`src/rtl/im_loader.sv`:
```
// im_loader: boot-time byte-stream to instruction-memory word writer
module im_loader #(
  parameter logic [31:0] BASE_ADDR   = 32'h0000_3000,
  parameter int unsigned DEPTH_WORDS = 4096
) (
  input  logic        clk_i,
  input  logic        reset_i,
  input  logic        start_i,
  input  logic        rx_valid_i,
  input  logic [7:0]  rx_data_i,
  output logic        rx_ready_o,
  output logic        im_we_o,
  output logic [31:0] im_addr_o,
  output logic [31:0] im_wdata_o,
  output logic        busy_o,
  output logic        done_o,
  output logic        err_o,
  output logic        cpu_hold_o
);
  localparam logic [2:0] S_IDLE   = 3'd0;
  localparam logic [2:0] S_LEN_HI = 3'd1;
  localparam logic [2:0] S_LEN_LO = 3'd2;
  localparam logic [2:0] S_DATA   = 3'd3;
  localparam logic [2:0] S_WRITE  = 3'd4;
  localparam logic [2:0] S_DONE   = 3'd5;
  localparam logic [2:0] S_ERR    = 3'd6;
  localparam logic [16:0] DEPTH = 17'(DEPTH_WORDS);
  logic [2:0]  state_q, state_d;
  logic [15:0] len_q, len_d;
  logic [12:0] idx_q, idx_d;
  logic [1:0]  cnt_q, cnt_d;
  logic [31:0] word_q, word_d, addr_q, addr_d, wdata_q, wdata_d;
  logic        acc;
  logic [15:0] n_new;
  assign rx_ready_o = state_q == S_LEN_HI || state_q == S_LEN_LO || state_q == S_DATA;
  assign im_we_o    = state_q == S_WRITE;
  assign busy_o     = rx_ready_o || im_we_o;
  assign done_o     = state_q == S_DONE;
  assign err_o      = state_q == S_ERR;
  assign cpu_hold_o = !done_o;
  assign im_addr_o  = addr_q;
  assign im_wdata_o = wdata_q;
  assign acc        = rx_valid_i && rx_ready_o;
  assign n_new      = {len_q[15:8], rx_data_i};
  // next-state: length header, byte packing, and the single-cycle write slot
  always_comb begin
    state_d = state_q;
    len_d   = len_q;
    idx_d   = idx_q;
    cnt_d   = cnt_q;
    word_d  = word_q;
    addr_d  = addr_q;
    wdata_d = wdata_q;
    case (state_q)
      S_IDLE, S_DONE, S_ERR: if (start_i) begin
        state_d = S_LEN_HI;
        idx_d   = '0;
        cnt_d   = '0;
      end
      S_LEN_HI: if (acc) begin
        len_d[15:8] = rx_data_i;
        state_d     = S_LEN_LO;
      end
      S_LEN_LO: if (acc) begin
        len_d[7:0] = rx_data_i;
        state_d    = n_new == 16'd0 ? S_DONE : {1'b0, n_new} > DEPTH ? S_ERR : S_DATA;
      end
      S_DATA: if (acc) begin
        word_d = {word_q[23:0], rx_data_i};
        cnt_d  = cnt_q + 2'd1;
        if (cnt_q == 2'd3) begin
          state_d = S_WRITE;
          addr_d  = BASE_ADDR + {17'd0, idx_q, 2'b00};
          wdata_d = {word_q[23:0], rx_data_i};
        end
      end
      S_WRITE: begin
        idx_d   = idx_q + 13'd1;
        cnt_d   = '0;
        state_d = {3'd0, idx_q} + 16'd1 == len_q ? S_DONE : S_DATA;
      end
      default: state_d = S_IDLE;
    endcase
  end
  // state registers; a reset drops any partially assembled word
  always_ff @(posedge clk_i) begin
    if (!reset_i) begin
      state_q <= S_IDLE;
      len_q   <= '0;
      idx_q   <= '0;
      cnt_q   <= '0;
      word_q  <= '0;
      addr_q  <= BASE_ADDR;
      wdata_q <= '0;
    end else begin
      state_q <= state_d;
      len_q   <= len_d;
      idx_q   <= idx_d;
      cnt_q   <= cnt_d;
      word_q  <= word_d;
      addr_q  <= addr_d;
      wdata_q <= wdata_d;
    end
  end
endmodule

```
`config.mk`:
```
export PLATFORM = sky130hd
export DESIGN_NAME = im_loader
export DESIGN_NICKNAME = d
export VERILOG_FILES = /design/src/rtl/im_loader.sv
export SDC_FILE = /design/constraint.sdc
export NUM_CORES = 1
export LEC_CHECK = 0
export CORE_MARGIN = 2
export CORE_UTILIZATION = 47
export DETAILED_ROUTE_END_ITERATION = 7
export PLACE_DENSITY = 0.75
export SYNTH_ARGS = -nofsm -noshare
export SYNTH_HDL_FRONTEND = slang
export SYNTH_SLANG_ARGS = --single-unit
```
`constraint.sdc`:
```
create_clock -name clk_i -period 1.9 [get_ports clk_i]
set_input_delay 0.475 -clock clk_i [delete_from_list [all_inputs] [get_ports clk_i]]
set_output_delay 0.475 -clock clk_i [all_outputs]
set_load 0.01 [all_outputs]
```
==> results.txt <==
Crit path largest cell delay = 0.45 ns
Pin count of the biggest net entering global routing = 36
FF+latch area = 2100 sq um
CP required = 2.15 ns
Final worst-path cycle share = 1.06
Multi-input logic area = 2280 sq um
Initial antenna violation count = 0
Yosys reg bits = 104
Setup Slack @ Placement = -0.288 ns
Crit-path max FO = 3
Leak Pwr = 0.00219 uW
Final Cell Area = 5900 sq um
Netlist cell types = 59
Worst path cell trace = ha_4, xor2_2, nor4_2, o311ai_1, or4_4, o311a_1
Fillers = 822
Root buf cell = clkbuf_8
Num CTS Buffers = 9
Syn avg cell area = 7.92 sq um
Core Area = 9330 sq um
Post-Route WL = 11100 um
# IOs = 82
Setup_tns = -0.140 ns
Final Max Tran Viols = 0
Setup CP Type = flip-flop to flip-flop
DRC Markers = 0
DP Cell Count = 787
Predominant post-synthesis flop cell = dfxtp_1
Worst Hold Class = flip-flop to flip-flop
Grt ovf = 0
Buffers on Ports = 63
Fin nets = 687
# hold bufs at CTS = 0
Drt initial violations = 203
Placer congestion estimate = 0.874
Register area share after synthesis = 0.456
Cell Count, Final, Fillers Out = 805
Asr flop ratio synth = 0
Worst-path clk slew = 0.11 ns
Number of diodes = 0
Clk_lat worst skew = 0.37 ns
Initial core utilization = 0.490
Layout overhead on the synthesized area = 29.1%
CP arrival = 2.26 ns
Number of global-route vias before repair = 3867
Max VDD drop = 0.711 mV
Via Count = 4256
Failing checks = setup timing
Sink Count = 104
Post-synthesis cell area = 4570 sq um
Number of flops mapped to enable cells by yosys = 0
TritonCTS clock tree = yes
DRT Pass-1 Iters = 5
Clock buffer depth = 2
PD cells = 823 nW/um^2
Outcome = finished with violations
Die span in x = 103 um
Row count = 35
Max-Cap Viols = 0
Final min period = 2.01 ns
Worst hold slack = 0.455 ns
Crit end category = flip-flop
Setup Skew = 0.0169 ns
Maximum clock frequency = 498 MHz
Synth Instances = 577
Placed inst area = 5640 sq um
Share of post-route cells with drive strength above 1 = 0.155
Yosys warns = 0
Commonest non-fill, non-tap cells in the layout = nand2_1, dfxtp_1, a21oi_1, clkdlybuf4s50_1, buf_4
Final Hold Fails = 0
Post-DR wirelength/cell = 13.8 um
GRT Util Overall = 0.219
Die Area = 10500 sq um
CP max stage cell = or4_4
Die H = 103 um
RSZ-0062 raised after global routing = yes
HPWL Detailed = 7970 um
CP Launch Type = flip-flop
Commonest non-fill, non-tap cell in the layout = nand2_1
H-tree levels = 3
First-pass GRT wire length = 18100 um
Final Worst Setup Slack = -0.106 ns
Antenna viol nets, final = 0
Via-to-Cell Ratio = 5.29
Final setup vio count = 2
[where the power goes]
| part | switching [uW] | internal, uW | total [uW] | leakage, uW |
|---|---|---|---|---|
| clock network | 819 | 545 | 1360 | 0.0000982 |
| registers | 93.8 | 2260 | 2350 | 0.000843 |
| logic | 619 | 514 | 1130 | 0.00125 |
[synth_stat cells, drive strengths merged (4+ instances only)]
cell type	instances	area (sq um)
nor3	5	25.0
nand3	11	55.1
nor2	27	101
o211ai	4	30.0
inv	7	26.3
nand2	161	604
mux2i	11	110
xnor2	12	105
and3	9	58.8
or3	4	26.3
o21ai	11	55.1
ha	4	50.1
dfxtp	104	2080
a21oi	93	465
clkbuf	16	60.1
and2	7	47.6
xor2	8	70.1
nor4	5	31.3
buf	38	238
[path summary, 6_finish.rpt]
kind | cells after the start | startpoint | endpoint | slack [ns]
min | 2 | word_q[16]$_SDFFE_PN0P_ | im_wdata_o[24]$_SDFFE_PN0P_ | 0.46
min reg2reg | 2 | word_q[16]$_SDFFE_PN0P_ | im_wdata_o[24]$_SDFFE_PN0P_ | 0.46
max | 6 | idx_q[1]$_SDFFE_PN0P_ | state_q[1]$_SDFFE_PN0P_ | -0.11
max reg2reg | 6 | idx_q[1]$_SDFFE_PN0P_ | state_q[1]$_SDFFE_PN0P_ | -0.11
[final cells by class]
type	instances	share of cell area
timing repair buffer	120	0.191
clock buffer	10	0.0233
sequential	104	0.356
tap	129	0.0274
clock inverter	6	0.0104
multi-input combinational	429	0.387
inverter	7	0.00446
[stage by stage]
step           utilization  total power (uW)
3_3_place_gp         0.604              3480
6_report             0.632              4850
5_1_grt              0.632              5070
3_5_place_dp         0.604              3500
4_1_cts              0.628              4860
2_1_floorplan            -              3080
[what timing repair did]
action / in CTS / in global routing
endpoints found under the setup margin: 8 / 4
gates resized for setup: 14 / 7
pin swaps: 1 / 1
buffers inserted: 0 / 2
cloned: 0 / 0
[cell families (layout without fill, tap and decap cells)]
logic type	Yosys count	after routing	share of synthesized area
xor gates and xnor gates	20	20	0.0383
AOI/OAI and AO/OA	128	128	0.156
and+or+nand+nor	246	246	0.238
buffers and inverters	61	143	0.0709
other	1	18	0.000821
muxes	12	12	0.0266
adders and majority gates	5	5	0.0131
DFF	104	104	0.456
[metal layers]
metal  track usage  share of wire  up-vias
li1              -              -     2090
met1         0.289           0.45     2009
met2         0.355           0.48      140
met3        0.0386          0.056       17
met4        0.0954          0.021        0
met5             0              0        -
[worst max-delay path: cells and delay by family, from the launching register on]
| kind | cells | cell delay [ns] |
|---|---|---|
| DFF | 1 | 0.37 |
| adders and majority gates | 1 | 0.25 |
| xor gates and xnor gates | 1 | 0.16 |
| and+or+nand+nor | 2 | 0.68 |
| AOI/OAI and AO/OA | 2 | 0.45 |
[flip-flops by register name, indices dropped and copies added (netlist names)]
signal and flops:
im_addr_o 14, len_q 16, im_wdata_o 32, word_q 24, idx_q 13, cnt_q 2, state_q 3
No activity file was read; power rests on OpenSTA's default activity.
